### config.mk
export PLATFORM = sky130hd
export DESIGN_NAME = dcf77_regfile
export DESIGN_NICKNAME = d
export VERILOG_FILES = /design/src/rtl/dcf77_regfile_pkg.sv /design/src/rtl/dcf77_regfile_snapshot.sv /design/src/rtl/dcf77_regfile.sv
export SDC_FILE = /design/constraint.sdc
export NUM_CORES = 1
export LEC_CHECK = 0
export CAP_MARGIN = 20
export CORE_MARGIN = 8
export CORE_UTILIZATION = 40
export DETAILED_ROUTE_END_ITERATION = 12
export PLACE_DENSITY_LB_ADDON = 0.15
export SETUP_SLACK_MARGIN = 0.1
export SLEW_MARGIN = 15
export SYNTH_ARGS = -nofsm -noshare
export SYNTH_HDL_FRONTEND = slang
export SYNTH_SLANG_ARGS = --single-unit
### constraint.sdc
create_clock -name clk -period 3.92 [get_ports clk]
set_input_delay 0.392 -clock clk [delete_from_list [all_inputs] [get_ports clk]]
set_output_delay 0.392 -clock clk [all_outputs]
set_load 0.01 [all_outputs]
### src/rtl/dcf77_regfile_pkg.sv
// Shared frame type, register offsets and status/control bit positions for the
// DCF77 Wishbone register file.
package dcf77_pkg;

  typedef logic [63:0] dcf77_frame_t;

  localparam int STAT_NEW_FRAME_BIT = 0;
  localparam int STAT_OVERRUN_BIT   = 1;
  localparam int CTRL_IRQ_EN_BIT    = 0;

  function automatic int status_offset(input int words);
    return 2 * words;
  endfunction

  function automatic int ctrl_offset(input int words);
    return (2 * words) + 1;
  endfunction

endpackage

### src/rtl/dcf77_regfile_snapshot.sv
// Per-frame shadow register: captures a 64-bit frame on load and serves it
// back one DATA_W-wide word at a time (word 0 = most significant slice).
module dcf77_frame_snapshot
  import dcf77_pkg::*;
#(
  parameter int DATA_W = 8,
  parameter int WORDS  = 64 / DATA_W,
  parameter int SEL_W  = $clog2(WORDS)
) (
  input  logic              clk,
  input  logic              rst,
  input  logic              load,
  input  dcf77_frame_t      frame_in,
  input  logic [SEL_W-1:0]  word_sel,
  output logic [DATA_W-1:0] word_out
);

  logic [WORDS-1:0][DATA_W-1:0] shadow_r;

  // Capture the whole frame at once so later word reads see one coherent sample.
  always_ff @(posedge clk or posedge rst) begin
    if (rst) begin
      shadow_r <= '0;
    end else if (load) begin
      shadow_r <= frame_in;
    end else begin
      shadow_r <= shadow_r;
    end
  end

  // Word 0 lives in the top element; WORDS is a power of two, so ~sel maps it.
  assign word_out = shadow_r[~word_sel];

endmodule

### src/rtl/dcf77_regfile.sv
// Wishbone register file exposing the decoded DCF77 frame, the local clock frame,
// sticky STATUS and CTRL. Optional new-frame interrupt: define DCF77_REGFILE_IRQ_EN.
module dcf77_regfile
  import dcf77_pkg::*;
#(
  parameter  int DATA_W   = 8,
  parameter  int AUTO_INC = 0,
  localparam int WORDS    = 64 / DATA_W,
  localparam int ADR_W    = $clog2(2 * WORDS + 2)
) (
  input  logic              clk,
  input  logic              rst,
  input  logic              wb_cyc_i,
  input  logic              wb_stb_i,
  input  logic              wb_we_i,
  input  logic [ADR_W-1:0]  wb_adr_i,
  input  logic [DATA_W-1:0] wb_dat_i,
  output logic [DATA_W-1:0] wb_dat_o,
  output logic              wb_ack_o,
  input  dcf77_frame_t      dcf77_frame_i,
  input  logic              dcf77_valid_i,
  input  dcf77_frame_t      clock_frame_i
`ifdef DCF77_REGFILE_IRQ_EN
  ,
  output logic              irq_o
`endif
);

  localparam int SEL_W = $clog2(WORDS);
  localparam logic [ADR_W-1:0] CLK_BASE_A = ADR_W'(WORDS);
  localparam logic [ADR_W-1:0] STATUS_A   = ADR_W'(status_offset(WORDS));
  localparam logic [ADR_W-1:0] CTRL_A     = ADR_W'(ctrl_offset(WORDS));
  localparam logic [SEL_W-1:0] WORD0      = '0;

  logic              ack_r;
  logic [DATA_W-1:0] dat_r;
  logic              new_frame_r;
  logic              overrun_r;
  logic              irq_en_s;
  logic [SEL_W-1:0]  ptr_r;

  logic              req_s;
  logic              rd_s;
  logic              wr_s;
  logic              sel_dcf_s;
  logic              sel_clk_s;
  logic              sel_stat_s;
  logic              sel_ctrl_s;
  logic [SEL_W-1:0]  word_s;
  logic [DATA_W-1:0] dcf_word_s;
  logic [DATA_W-1:0] clk_word_s;
  logic [DATA_W-1:0] rdata_s;
  logic              dcf_load_s;
  logic              clk_load_s;
  logic              stat_clr_s;
  logic              unused_s;

  // A new access only starts while ack is low, which forbids back-to-back acks.
  assign req_s = wb_cyc_i & wb_stb_i & ~ack_r;
  assign rd_s  = req_s & ~wb_we_i;
  assign wr_s  = req_s & wb_we_i;

  // Address decode; in sequential mode reads always target the DCF77 frame at the pointer.
  always_comb begin
    sel_dcf_s  = 1'b0;
    sel_clk_s  = 1'b0;
    sel_stat_s = 1'b0;
    sel_ctrl_s = 1'b0;
    word_s     = wb_adr_i[SEL_W-1:0];
    if ((AUTO_INC != 0) && !wb_we_i) begin
      sel_dcf_s = 1'b1;
      word_s    = ptr_r;
    end else if (wb_adr_i < CLK_BASE_A) begin
      sel_dcf_s = 1'b1;
    end else if (wb_adr_i < STATUS_A) begin
      sel_clk_s = 1'b1;
    end else if (wb_adr_i == STATUS_A) begin
      sel_stat_s = 1'b1;
    end else if (wb_adr_i == CTRL_A) begin
      sel_ctrl_s = 1'b1;
    end else begin
      sel_dcf_s = 1'b0;
    end
  end

  assign dcf_load_s = rd_s & sel_dcf_s & (word_s == WORD0);
  assign clk_load_s = rd_s & sel_clk_s & (word_s == WORD0);
  assign stat_clr_s = rd_s & sel_stat_s;

  dcf77_frame_snapshot #(
    .DATA_W (DATA_W),
    .WORDS  (WORDS),
    .SEL_W  (SEL_W)
  ) u_dcf_snap (
    .clk      (clk),
    .rst      (rst),
    .load     (dcf_load_s),
    .frame_in (dcf77_frame_i),
    .word_sel (word_s),
    .word_out (dcf_word_s)
  );

  dcf77_frame_snapshot #(
    .DATA_W (DATA_W),
    .WORDS  (WORDS),
    .SEL_W  (SEL_W)
  ) u_clk_snap (
    .clk      (clk),
    .rst      (rst),
    .load     (clk_load_s),
    .frame_in (clock_frame_i),
    .word_sel (word_s),
    .word_out (clk_word_s)
  );

  // Read mux: word 0 comes straight from the live input while the shadow captures it.
  always_comb begin
    rdata_s = '0;
    if (sel_dcf_s) begin
      if (word_s == WORD0) begin
        rdata_s = dcf77_frame_i[63 -: DATA_W];
      end else begin
        rdata_s = dcf_word_s;
      end
    end else if (sel_clk_s) begin
      if (word_s == WORD0) begin
        rdata_s = clock_frame_i[63 -: DATA_W];
      end else begin
        rdata_s = clk_word_s;
      end
    end else if (sel_stat_s) begin
      rdata_s[STAT_NEW_FRAME_BIT] = new_frame_r;
      rdata_s[STAT_OVERRUN_BIT]   = overrun_r;
    end else if (sel_ctrl_s) begin
      rdata_s[CTRL_IRQ_EN_BIT] = irq_en_s;
    end else begin
      rdata_s = '0;
    end
  end

  // Single-cycle ack with read data that holds between accesses.
  always_ff @(posedge clk or posedge rst) begin
    if (rst) begin
      ack_r <= 1'b0;
      dat_r <= '0;
    end else begin
      ack_r <= req_s;
      if (rd_s) begin
        dat_r <= rdata_s;
      end else begin
        dat_r <= dat_r;
      end
    end
  end

  // Sticky flags; a new pulse takes priority over a clearing STATUS read.
  always_ff @(posedge clk or posedge rst) begin
    if (rst) begin
      new_frame_r <= 1'b0;
      overrun_r   <= 1'b0;
    end else begin
      if (dcf77_valid_i) begin
        new_frame_r <= 1'b1;
      end else if (stat_clr_s) begin
        new_frame_r <= 1'b0;
      end else begin
        new_frame_r <= new_frame_r;
      end
      if (dcf77_valid_i && new_frame_r) begin
        overrun_r <= 1'b1;
      end else if (stat_clr_s) begin
        overrun_r <= 1'b0;
      end else begin
        overrun_r <= overrun_r;
      end
    end
  end

  // Sequential-read pointer: advances per read, wraps naturally, restarts on any write.
  always_ff @(posedge clk or posedge rst) begin
    if (rst) begin
      ptr_r <= '0;
    end else if (AUTO_INC == 0) begin
      ptr_r <= '0;
    end else if (wr_s) begin
      ptr_r <= '0;
    end else if (rd_s) begin
      ptr_r <= ptr_r + SEL_W'(1'b1);
    end else begin
      ptr_r <= ptr_r;
    end
  end

`ifdef DCF77_REGFILE_IRQ_EN
  logic irq_en_r;
  logic irq_r;

  // Interrupt enable plus a registered copy of (new_frame & irq_en).
  always_ff @(posedge clk or posedge rst) begin
    if (rst) begin
      irq_en_r <= 1'b0;
      irq_r    <= 1'b0;
    end else begin
      if (wr_s && sel_ctrl_s) begin
        irq_en_r <= wb_dat_i[CTRL_IRQ_EN_BIT];
      end else begin
        irq_en_r <= irq_en_r;
      end
      irq_r <= new_frame_r & irq_en_r;
    end
  end

  assign irq_en_s = irq_en_r;
  assign irq_o    = irq_r;
`else
  assign irq_en_s = 1'b0;
`endif

  // Write data beyond the enable bit is architecturally ignored.
  assign unused_s = ^wb_dat_i;

  assign wb_ack_o = ack_r;
  assign wb_dat_o = dat_r;

endmodule

==> summary.log, run 1 <==
INFO  clocking       clock_sink_count=123
INFO  clocking       cts_buffers=17
INFO  routing        drt_pre_antenna_iters=4
INFO  routing        dr.first_iter.drc_count=134
INFO  clocking       cts_hold_buffers=0
INFO  final_layout   fin_util=55.4%
INFO  global_route   grt_first_pass_wirelength=23200um
INFO  clocking       tritoncts=built
INFO  logic_synthesis yosys.area.top_type=dfrtp_1
INFO  final_layout   area_added_between_synthesis_and_finish=35.3%
INFO  logic_synthesis synth_unique_cells=30
INFO  clocking       clk_latency=0.41ns
INFO  placement      place.detailed.instances=665
INFO  critical_path  critPathLaunchType=input pin
INFO  die            io_pins=156
INFO  critical_path  crit_path_start=wb_we_i
INFO  global_route   antenna_found_initial=0
INFO  logic_synthesis synthesis.area=0.00597mm^2
INFO  timing         finalHoldViolCount=0
INFO  run_status     status=finished clean
INFO  power_and_ir_drop power_density=431mW/mm^2
INFO  logic_synthesis edff_count_synth=0
INFO  timing         min_period=2.31ns
INFO  critical_path  reg2reg_slack=1.63ns
INFO  run            max_cap_viol_count=0
INFO  critical_path  crit-reg2reg-capture=u_clk_snap.shadow_r[37]
INFO  final_layout   post_layout_nonfiller_instances=696
INFO  final_layout   antennaDiodeCount=0
INFO  timing         final.setup_skew=0.0105ns
INFO  critical_path  crit_type=in -> reg
INFO  timing         grt_setup_unrepaired=false
INFO  hold_path      hold_path_class=in -> async
INFO  logic_synthesis synth.yosys.warnings=0
INFO  timing         final.setup.tns=0ns
INFO  logic_synthesis netlist_top_cells_area=dfrtp_1 (52%), mux2_4 (13%), mux2_2 (11%)
INFO  logic_synthesis synth_ff_type=dfrtp_1
INFO  timing         max_slew_margin=49.4%
INFO  logic_synthesis synth_seq_cells=123
INFO  final_layout   final_layout_size_suffix_gt1_share=37.3%
INFO  die            dieWidth=138um
INFO  critical_path  reg2regPathDepth=6
INFO  logic_synthesis postSynthAreaPerCell=17.2um^2
INFO  die            floorplan.initialDensity=40.9%
INFO  routing        avgViaCountPerCell=5.11
INFO  placement      dp_hpwl=10400um
INFO  clocking       clockRootBuffer=clkbuf_16
INFO  die            die_y=138um
INFO  routing        route.vias.total=3557
INFO  logic_synthesis seq_area_frac_synth=51.5%
INFO  final_layout   mostFrequentLayoutCells=clkdlybuf4s50_1 (145), dfrtp_1 (123), mux2_2 (60), mux2_4 (52), mux4_2 (27)
INFO  logic_synthesis synth_cells=348
INFO  timing         final.period_utilization=58.8%
INFO  timing         worst_pin_slew=0.759ns
INFO  logic_synthesis yosys.area.top_type_share=51.5%
INFO  critical_path  worstPathArrival=2.60ns
INFO  clocking       cts.repair.resized=0
INFO  die            core_area=0.0146mm^2
INFO  routing        routed_wirelength=14200um
INFO  critical_path  critical_path.endpoint=u_clk_snap.shadow_r[37]
INFO  routing        routed_wire_length_per_instance=20.3um
INFO  global_route   grt_usage=15.6%
INFO  logic_synthesis synth_async_sr_flop_share=100%
INFO  routing        drc=0
INFO  routing        postRouteAntennaNets=0
INFO  final_layout   layout_commonest_cell=clkdlybuf4s50_1
INFO  global_route   maximum_number_of_pins_on_one_net_before_global_route_repair=60
INFO  die            placement_rows=44
INFO  timing         final-max-slew-violation-count=0
INFO  critical_path  crit-reg2reg-launch=wb_ack_o
INFO  final_layout   final_nets=647
INFO  timing         setup_viol=0
INFO  clocking       clk_path_buf_depth=2
INFO  critical_path  worstSetupEndpointType=flop
INFO  timing         max_clock_freq=433MHz
INFO  power_and_ir_drop p_leak=3.85nW
INFO  critical_path  critical_path_peak_fanout=14
INFO  clocking       h-tree-depth=4
INFO  logic_synthesis syn_nets=495
INFO  clocking       worst_setup_hold_path_clk_slew=0.05ns
INFO  global_route   overall_overflow_remaining_after_global_route=0
INFO  power_and_ir_drop finalPower=0.00348W
INFO  die            floorplan.die_area=0.0191mm^2
INFO  critical_path  wp_data_required=4.22ns
INFO  global_route   grt_pass1_vias=4186
INFO  power_and_ir_drop max-vdd-ir-drop=0.286mV
INFO  clocking       cts.repair_timing.setup_buffer_count=0
INFO  placement      io_buffer_count=147
INFO  placement      gpl.final_weighted_congestion=0.773
cells in the mapped netlist (3+ instances only):
| cell | count |
|---|---|
| dfrtp_1 | 123 |
| mux2_2 | 60 |
| mux2_4 | 52 |
| mux4_2 | 27 |
| a22oi_1 | 12 |
| buf_6 | 11 |
| nand2_1 | 7 |
| a22o_2 | 6 |
| buf_12 | 6 |
| nor2_1 | 6 |
| mux4_1 | 5 |
| buf_2 | 4 |
| mux2i_1 | 4 |
| nor3_1 | 3 |
how the worst min path moves through the flow:
stage	to	depth (start not counted)	start	slack [ns]
after floorplan	overrun_r	1	overrun_r	0.47
after global placement	wb_ack_o	1	wb_ack_o	0.46
after detailed placement	wb_ack_o	1	wb_ack_o	0.47
after CTS	wb_ack_o	1	wb_ack_o	0.47
after global routing	wb_ack_o	1	wb_ack_o	0.49
final	u_clk_snap.shadow_r[55]	2	rst	0.45
registers in the layout (all words and copies together), names as in the netlist:
name                 flops
wb_ack_o                 1
u_clk_snap.shadow_r     56
overrun_r                1
wb_dat_o                 8
new_frame_r              1
u_dcf_snap.shadow_r     56
metal layers:
layer	routed length [um]	share of wire, %	track usage (%)
met3	669	4.7	4.93
met1	6200	44	19.1
met5	0	0	0
met4	138	0.97	4.81
met2	7140	50	25.5
kinds of logic after synthesis:
kind of cell	Yosys count	share of synthesized area (%)
AO/OA/AOI/OAI	24	3.41
buffers and inverters	26	5.03
flip-flops	123	51.5
multiplexers	148	37.4
AND/OR/NAND/NOR	27	2.60
power by group:
group | switching [W] | leakage, nW | internal (W)
clock network | 0.000534 | 0.307 | 0.00111
logic | 0.000141 | 1.88 | 0.000292
registers | 0.0000462 | 1.67 | 0.00136
worst max-delay path, cell delays in order:
cell and delay, ns:
clkdlybuf4s50_1 0.41, nand4bb_1 0.19, buf_4 0.19, nor4_4 0.21
nand3b_1 0.46, buf_4 0.41, mux2_4 0.32
metrics by stage:
step | setup WS (ns) | area [um^2] | hold slack (ns)
finish | 1.61 | 8080 | 0.446
global route | 1.44 | 8080 | 0.493
CTS | 1.58 | 8080 | 0.472
detailed placement | 1.16 | 7470 | 0.465
global placement | 1.17 | 7470 | 0.458
floorplan | 0.257 | 5970 | 0.466
cell type report:
| type | count | area [um^2] |
|---|---|---|
| multi-input combinational | 199 | 2590 |
| inverter | 1 | 6.26 |
| fill | 1218 | 6500 |
| clock inverter | 8 | 140 |
| sequential | 123 | 3080 |
| timing repair buffer | 158 | 1560 |
| clock buffer | 23 | 478 |
| tap | 184 | 230 |
No activity file was read; power rests on OpenSTA's default activity.
==> run 2: changes to the inputs <==
==> constraint.sdc (replaced) <==
create_clock -name clk -period 2.4 [get_ports clk]
set_input_delay 0.24 -clock clk [delete_from_list [all_inputs] [get_ports clk]]
set_output_delay 0.24 -clock clk [all_outputs]
set_load 0.01 [all_outputs]
==> run 2 against run 1 <==
  * Clock skew decreased by 0.0041 ns
  * Sequential power increased by 64%
  * Core utilization increased by 0.19 points
  * First-iteration DRC count increased by 12%
  * Critical path depth decreased by 2
==> summary.log, run 2 (synthesized netlist as in run 1, its figures left out) <==
INFO  timing         final.period_utilization=78.9%
INFO  critical_path  worstPathArrival=2.19ns [was 2.60 ns]
INFO  run            max_cap_viol_count=0 [unchanged]
INFO  timing         setup_viol=0 [unchanged]
INFO  global_route   grt_pass1_vias=4217 [was 4186]
INFO  clocking       clk_path_buf_depth=2 [unchanged]
INFO  placement      dp_hpwl=10200um [was 10400 um]
INFO  timing         finalHoldViolCount=0 [unchanged]
INFO  die            placement_rows=44 [unchanged]
INFO  clocking       clk_latency=0.41ns [about the same]
INFO  timing         max_slew_margin=54.1% [was 49.4%]
INFO  global_route   overall_overflow_remaining_after_global_route=0 [unchanged]
INFO  power_and_ir_drop max-vdd-ir-drop=0.454mV [was 0.286 mV]
INFO  final_layout   layout_commonest_cell=clkdlybuf4s50_1 [unchanged]
INFO  routing        routed_wire_length_per_instance=20.4um [was 20.3 um]
INFO  final_layout   area_added_between_synthesis_and_finish=35.8% [was 35.3%]
INFO  timing         final.setup_skew=0.00638ns [was 0.0105 ns]
INFO  timing         grt_setup_unrepaired=false [unchanged]
INFO  clocking       tritoncts=built [unchanged]
INFO  timing         final-max-slew-violation-count=0 [unchanged]
INFO  final_layout   final_layout_size_suffix_gt1_share=37.3% [unchanged]
INFO  hold_path      hold_path_class=in -> async [unchanged]
INFO  routing        avgViaCountPerCell=5.08 [was 5.11]
INFO  final_layout   final_nets=646 [was 647]
INFO  placement      gpl.final_weighted_congestion=0.724 [was 0.773]
INFO  clocking       clockRootBuffer=clkbuf_16 [unchanged]
INFO  clocking       clock_sink_count=123 [unchanged]
INFO  critical_path  critical_path_peak_fanout=56 [was 14]
INFO  run_status     status=finished clean [unchanged]
INFO  routing        dr.first_iter.drc_count=150 [was 134]
INFO  global_route   grt_usage=15.4% [was 15.6%]
INFO  die            die_y=138um [unchanged]
INFO  clocking       h-tree-depth=4 [unchanged]
INFO  power_and_ir_drop finalPower=0.00560W [was 0.00348 W]
INFO  timing         worst_pin_slew=0.688ns [was 0.759 ns]
INFO  critical_path  worstSetupEndpointType=flop [unchanged]
INFO  power_and_ir_drop p_leak=3.85nW [about the same]
INFO  final_layout   num-fill-cells=1196 [was 1218]
INFO  placement      io_buffer_count=147 [unchanged]
INFO  global_route   antenna_found_initial=0 [unchanged]
INFO  routing        route.vias.total=3536 [was 3557]
INFO  clocking       cts.repair.resized=0 [unchanged]
INFO  global_route   maximum_number_of_pins_on_one_net_before_global_route_repair=124 [was 60]
INFO  routing        drt_pre_antenna_iters=5 [was 4]
INFO  routing        postRouteAntennaNets=0 [unchanged]
INFO  global_route   grt_first_pass_wirelength=23000um [was 23200 um]
INFO  die            floorplan.die_area=0.0191mm^2 [unchanged]
INFO  clocking       cts_buffers=17 [unchanged]
INFO  critical_path  reg2reg_slack=0.51ns [was 1.63 ns]
INFO  routing        routed_wirelength=14200um [about the same]
INFO  timing         final.setup.tns=0ns [unchanged]
INFO  critical_path  crit_type=reg -> reg [was in -> reg]
INFO  die            io_pins=156 [unchanged]
INFO  final_layout   antennaDiodeCount=0 [unchanged]
INFO  die            floorplan.initialDensity=40.9% [unchanged]
INFO  clocking       cts_hold_buffers=0 [unchanged]
INFO  die            core_area=0.0146mm^2 [unchanged]
INFO  power_and_ir_drop power_density=690mW/mm^2 [was 431 mW/mm^2]
INFO  timing         min_period=1.89ns
INFO  routing        drc=0 [unchanged]
INFO  timing         max_clock_freq=528MHz
INFO  clocking       worst_setup_hold_path_clk_slew=0.05ns [about the same]
INFO  critical_path  wp_data_required=2.69ns [was 4.22 ns]
INFO  die            dieWidth=138um [unchanged]
INFO  critical_path  critPathLaunchType=flop [was input pin]
INFO  final_layout   mostFrequentLayoutCells=clkdlybuf4s50_1 (145), dfrtp_1 (123), mux2_2 (60), mux2_4 (52), mux4_2 (27) [unchanged]
INFO  clocking       cts.repair_timing.setup_buffer_count=0 [unchanged]
## run 2: changes by cell type in the layout (fill, tap and decap cells not counted)
cell | before | now
buf_4 | 10 | 5
buf_12 | 1 | 5
clkbuf_8 | 3 | 6
bufinv_16 | 4 | 2
clkinvlp_4 | 0 | 2
clkinv_2 | 4 | 3
inv_4 | 1 | 0
## run 2: path summary, 6_finish.rpt
kind | startpoint | to | depth (start not counted)
worst min-delay path | rst | u_clk_snap.shadow_r[31] | 3
max in group asynchronous | rst | u_clk_snap.shadow_r[32] | 3
worst max register to register | wb_ack_o | u_clk_snap.shadow_r[29] | 5
worst min register to register | wb_ack_o | wb_ack_o | 1
worst max-delay path | wb_ack_o | u_clk_snap.shadow_r[29] | 5
min in group clk | wb_cyc_i | wb_ack_o | 3
## run 2: area by class of cell
class | instances | area (um^2) | share of cell area (%)
multi-input cells | 199 | 2590 | 32.0
well taps | 184 | 230 | 2.84
flip-flops and latches | 123 | 3080 | 37.9
clock inverters | 6 | 82.6 | 1.02
repair buffers | 157 | 1600 | 19.7
inverters | 1 | 7.51 | 0.0925
clock buffers | 26 | 519 | 6.40
## run 2: layer usage
layer | part of all wire [%] | vias to the layer above | GRT usage (%) | wire length (um)
met1 | 45 | 1804 | 19.4 | 6390
met4 | 0.80 | 0 | 4.63 | 113
met3 | 4.6 | 8 | 4.73 | 653
met2 | 49 | 98 | 24.9 | 7010
met5 | 0 | - | 0 | 0
li1 | - | 1626 | - | -
## run 2: metrics by stage
step / utilization [%] / cell area, um^2 / setup WS (ns) / cells / hold slack, ns
2_1_floorplan: - / 5980 / 0.611 / 348 / 0.332
3_3_place_gp: 51.5 / 7510 / 0.174 / 664 / 0.456
3_5_place_dp: 51.5 / 7510 / 0.160 / 664 / 0.465
4_1_cts: 55.6 / 8110 / 0.524 / 696 / 0.410
5_1_grt: 55.6 / 8110 / 0.423 / 696 / 0.426
6_report: 55.6 / 8110 / 0.506 / 696 / 0.334
## run 2: critical path: stages (launching register included)
cell and delay [ns]:
dfrtp_1 0.39, nand4bb_1 0.29, nor4_4 0.27, nand3b_1 0.17
buf_12 0.26, mux2_4 0.35
## run 2: power breakdown
| group | switching (W) | leakage [nW] | internal, W |
|---|---|---|---|
| registers | 0.0000772 | 1.67 | 0.00223 |
| logic | 0.000234 | 1.89 | 0.000484 |
| clock network | 0.000884 | 0.296 | 0.00169 |
==> run 3: changes to the inputs <==
==> constraint.sdc (replaced) <==
create_clock -name clk -period 1.6 [get_ports clk]
set_input_delay 0.16 -clock clk [delete_from_list [all_inputs] [get_ports clk]]
set_output_delay 0.16 -clock clk [all_outputs]
set_load 0.01 [all_outputs]
==> run 3 against run 2 <==
  * The flow now finishes with violations (negative setup slack)
  * Worst setup slack worse by 0.59 ns
  * Flip-flop and latch count unchanged
  * Combinational power grew 63%
  * Clock-buffer cell count decreased by 3
  * Worst hold slack lost 0.13 ns
  * Register-to-register slack lost 0.59 ns
  * Fmax grew 12%
  * Clock power up 31%
==> summary.log, run 3 (synthesized netlist as in run 1, its figures left out) <==
INFO  run_status     status=finished, violations left [was finished clean]
INFO  run_status     violations_in_the_final_reports=negative setup slack
INFO  placement      gpl.final_weighted_congestion=0.764 [was 0.724]
INFO  critical_path  crit_type=reg -> reg [unchanged]
INFO  global_route   grt_pass1_vias=4486 [was 4217]
INFO  critical_path  worst_path_max_delay_cell=dfrtp_1 [unchanged]
INFO  final_layout   antennaDiodeCount=0 [unchanged]
INFO  timing         worst_pin_slew=0.582ns [was 0.688 ns]
INFO  hold_path      hold_path_class=in -> async [unchanged]
INFO  timing         final.setup_skew=0.0119ns [was 0.00638 ns]
INFO  power_and_ir_drop p_leak=4.12nW [was 3.85 nW]
INFO  timing         min_period=1.68ns [was 1.89 ns]
INFO  critical_path  cp_cell_sequence=nand4bb_4 -> nor4_4 -> nand3b_1 -> buf_4 -> clkbuf_16 -> mux2_4 [was nand4bb_1 -> nor4_4 -> nand3b_1 -> buf_12 -> mux2_4]
INFO  critical_path  critical_path_peak_fanout=14 [was 56]
INFO  clocking       worst_setup_hold_path_clk_slew=0.05ns [about the same]
INFO  placement      dpl-instance-area=0.00769mm^2 [was 0.00751 mm^2]
INFO  final_layout   layout_commonest_cell=clkdlybuf4s50_1 [unchanged]
INFO  routing        avgViaCountPerCell=5.15 [was 5.08]
INFO  global_route   antenna_found_initial=0 [unchanged]
INFO  final_layout   final_nets=681 [was 646]
INFO  power_and_ir_drop max-vdd-ir-drop=0.716mV [was 0.454 mV]
INFO  die            dieWidth=138um [unchanged]
INFO  clocking       cts_hold_buffers=0 [unchanged]
INFO  power_and_ir_drop power_density=931mW/mm^2 [was 690 mW/mm^2]
INFO  critical_path  worstSetupEndpointType=flop [unchanged]
INFO  die            floorplan.die_area=0.0191mm^2 [unchanged]
INFO  final_layout   final_cell_area=0.00858mm^2 [was 0.00811 mm^2]
INFO  critical_path  critical_path.max_stage_delay=0.38ns [was 0.39 ns]
INFO  routing        drt_pre_antenna_iters=4 [was 5]
INFO  global_route   maximum_number_of_pins_on_one_net_before_global_route_repair=68 [was 124]
INFO  die            floorplan.initialDensity=40.9% [unchanged]
INFO  final_layout   final_layout_size_suffix_gt1_share=44.4% [was 37.3%]
INFO  clocking       clockRootBuffer=clkbuf_16 [unchanged]
INFO  routing        postRouteAntennaNets=0 [unchanged]
INFO  routing        dr.first_iter.drc_count=231 [was 150]
INFO  timing         final-max-slew-violation-count=0 [unchanged]
INFO  timing         worst_slack=-0.0839ns [was 0.506 ns]
INFO  critical_path  reg2regPathDepth=6 [was 5]
INFO  timing         finalHoldViolCount=0 [unchanged]
INFO  die            placement_rows=44 [unchanged]
INFO  clocking       clk_path_buf_depth=2 [unchanged]
INFO  run            max_cap_viol_count=0 [unchanged]
INFO  timing         grt_setup_unrepaired=true [was false]
INFO  routing        routed_wirelength=15800um [was 14200 um]
INFO  critical_path  crit-reg2reg-launch=wb_ack_o [unchanged]
INFO  critical_path  critPathLaunchType=flop [unchanged]
INFO  placement      io_buffer_count=147 [unchanged]
INFO  global_route   overall_overflow_remaining_after_global_route=0 [unchanged]
INFO  clocking       h-tree-depth=4 [unchanged]
INFO  timing         setup_viol=112 [was 0]
INFO  final_layout   post_layout_nonfiller_instances=731 [was 696]
INFO  die            io_pins=156 [unchanged]
INFO  die            die_y=138um [unchanged]
INFO  routing        routed_wire_length_per_instance=21.6um [was 20.4 um]
INFO  critical_path  worstPathArrival=1.98ns [was 2.19 ns]
INFO  clocking       tritoncts=built [unchanged]
INFO  final_layout   fin_util=58.8% [was 55.6%]
INFO  timing         final.period_utilization=105% [was 78.9%]
INFO  clocking       clk_latency=0.42ns [was 0.41 ns]
INFO  timing         max_clock_freq=594MHz [was 528 MHz]
INFO  global_route   grt_first_pass_wirelength=24700um [was 23000 um]
INFO  routing        drc=0 [unchanged]
INFO  critical_path  wp_data_required=1.89ns [was 2.69 ns]
INFO  final_layout   area_added_between_synthesis_and_finish=43.7% [was 35.8%]
INFO  clocking       clock_sink_count=123 [unchanged]
INFO  global_route   grt_usage=16.5% [was 15.4%]
INFO  timing         worst_hold_slack=0.208ns [was 0.334 ns]
INFO  routing        route.vias.total=3768 [was 3536]
INFO  placement      dp_hpwl=10800um [was 10200 um]
INFO  placement      place.detailed.instances=682 [was 664]
INFO  clocking       cts_buffers=17 [unchanged]
INFO  critical_path  crit-reg2reg-capture=u_clk_snap.shadow_r[25] [was u_clk_snap.shadow_r[29]]
INFO  critical_path  reg2reg_slack=-0.08ns [was 0.51 ns]
INFO  timing         max_slew_margin=61.1% [was 54.1%]
INFO  die            core_area=0.0146mm^2 [unchanged]
INFO  power_and_ir_drop finalPower=0.00799W [was 0.00560 W]
INFO  final_layout   mostFrequentLayoutCells=clkdlybuf4s50_1 (135), dfrtp_1 (123), mux2_2 (60), mux2_4 (52), mux4_2 (30) [was clkdlybuf4s50_1 (145), dfrtp_1 (123), mux2_2 (60), mux2_4 (52), mux4_2 (27)]
## run 3: worst max-delay path by stage
stage | slack [ns] | cells past startpoint | to | startpoint
after floorplan | -0.19 | 7 | u_clk_snap.shadow_r[0] | wb_ack_o
after global placement | -0.39 | 6 | u_clk_snap.shadow_r[29] | wb_we_i
after detailed placement | -0.40 | 6 | u_clk_snap.shadow_r[30] | wb_we_i
after CTS | -0.09 | 6 | u_clk_snap.shadow_r[32] | wb_ack_o
after global routing | -0.16 | 6 | u_clk_snap.shadow_r[33] | wb_ack_o
final | -0.08 | 6 | u_clk_snap.shadow_r[25] | wb_ack_o
## run 3: layout make-up
cell class	count	area [um^2]
inverter	1	7.51
timing repair buffer	192	2070
fill	1130	6000
clock buffer	23	468
multi-input combinational	199	2680
clock inverter	9	47.5
sequential	123	3080
tap	184	230
## run 3: through the flow
stage / TNS, ns / setup slack [ns]
after CTS: -6.43 / -0.0938
after global routing: -15.58 / -0.164
after detailed placement: -43.85 / -0.400
after floorplan: -23.50 / -0.189
final: -6.21 / -0.0839
after global placement: -42.40 / -0.386
## run 3: report_power, final
part	switching [W]	total [W]	internal, W	leakage, nW
registers	0.000125	0.00347	0.00334	1.67
logic	0.000387	0.00117	0.000780	2.19
clock network	0.00132	0.00336	0.00203	0.260
total	0.00184	0.00799	0.00616	4.12
## run 3: metal layers
layer / part of all wire [%] / GRT usage, %
met4: 1.4 / 5.15
met3: 3.9 / 4.66
met2: 49 / 26.4
met5: 0 / 0
met1: 45 / 21.1
## run 3: what timing repair did
item / CTS / global route
gates resized for setup: 26 / 11
gates cloned: 4 / 5
pin swaps: 6 / 6
buffers inserted: 5 / 4
endpoints found under the setup margin: 126 / 124
## run 3: worst max-delay path, delay by kind of cell, from the launching register on
| kind | cells | cell delay [ns] |
|---|---|---|
| mux | 1 | 0.30 |
| flops | 1 | 0.38 |
| buf+inv | 2 | 0.37 |
| simple gates | 3 | 0.52 |
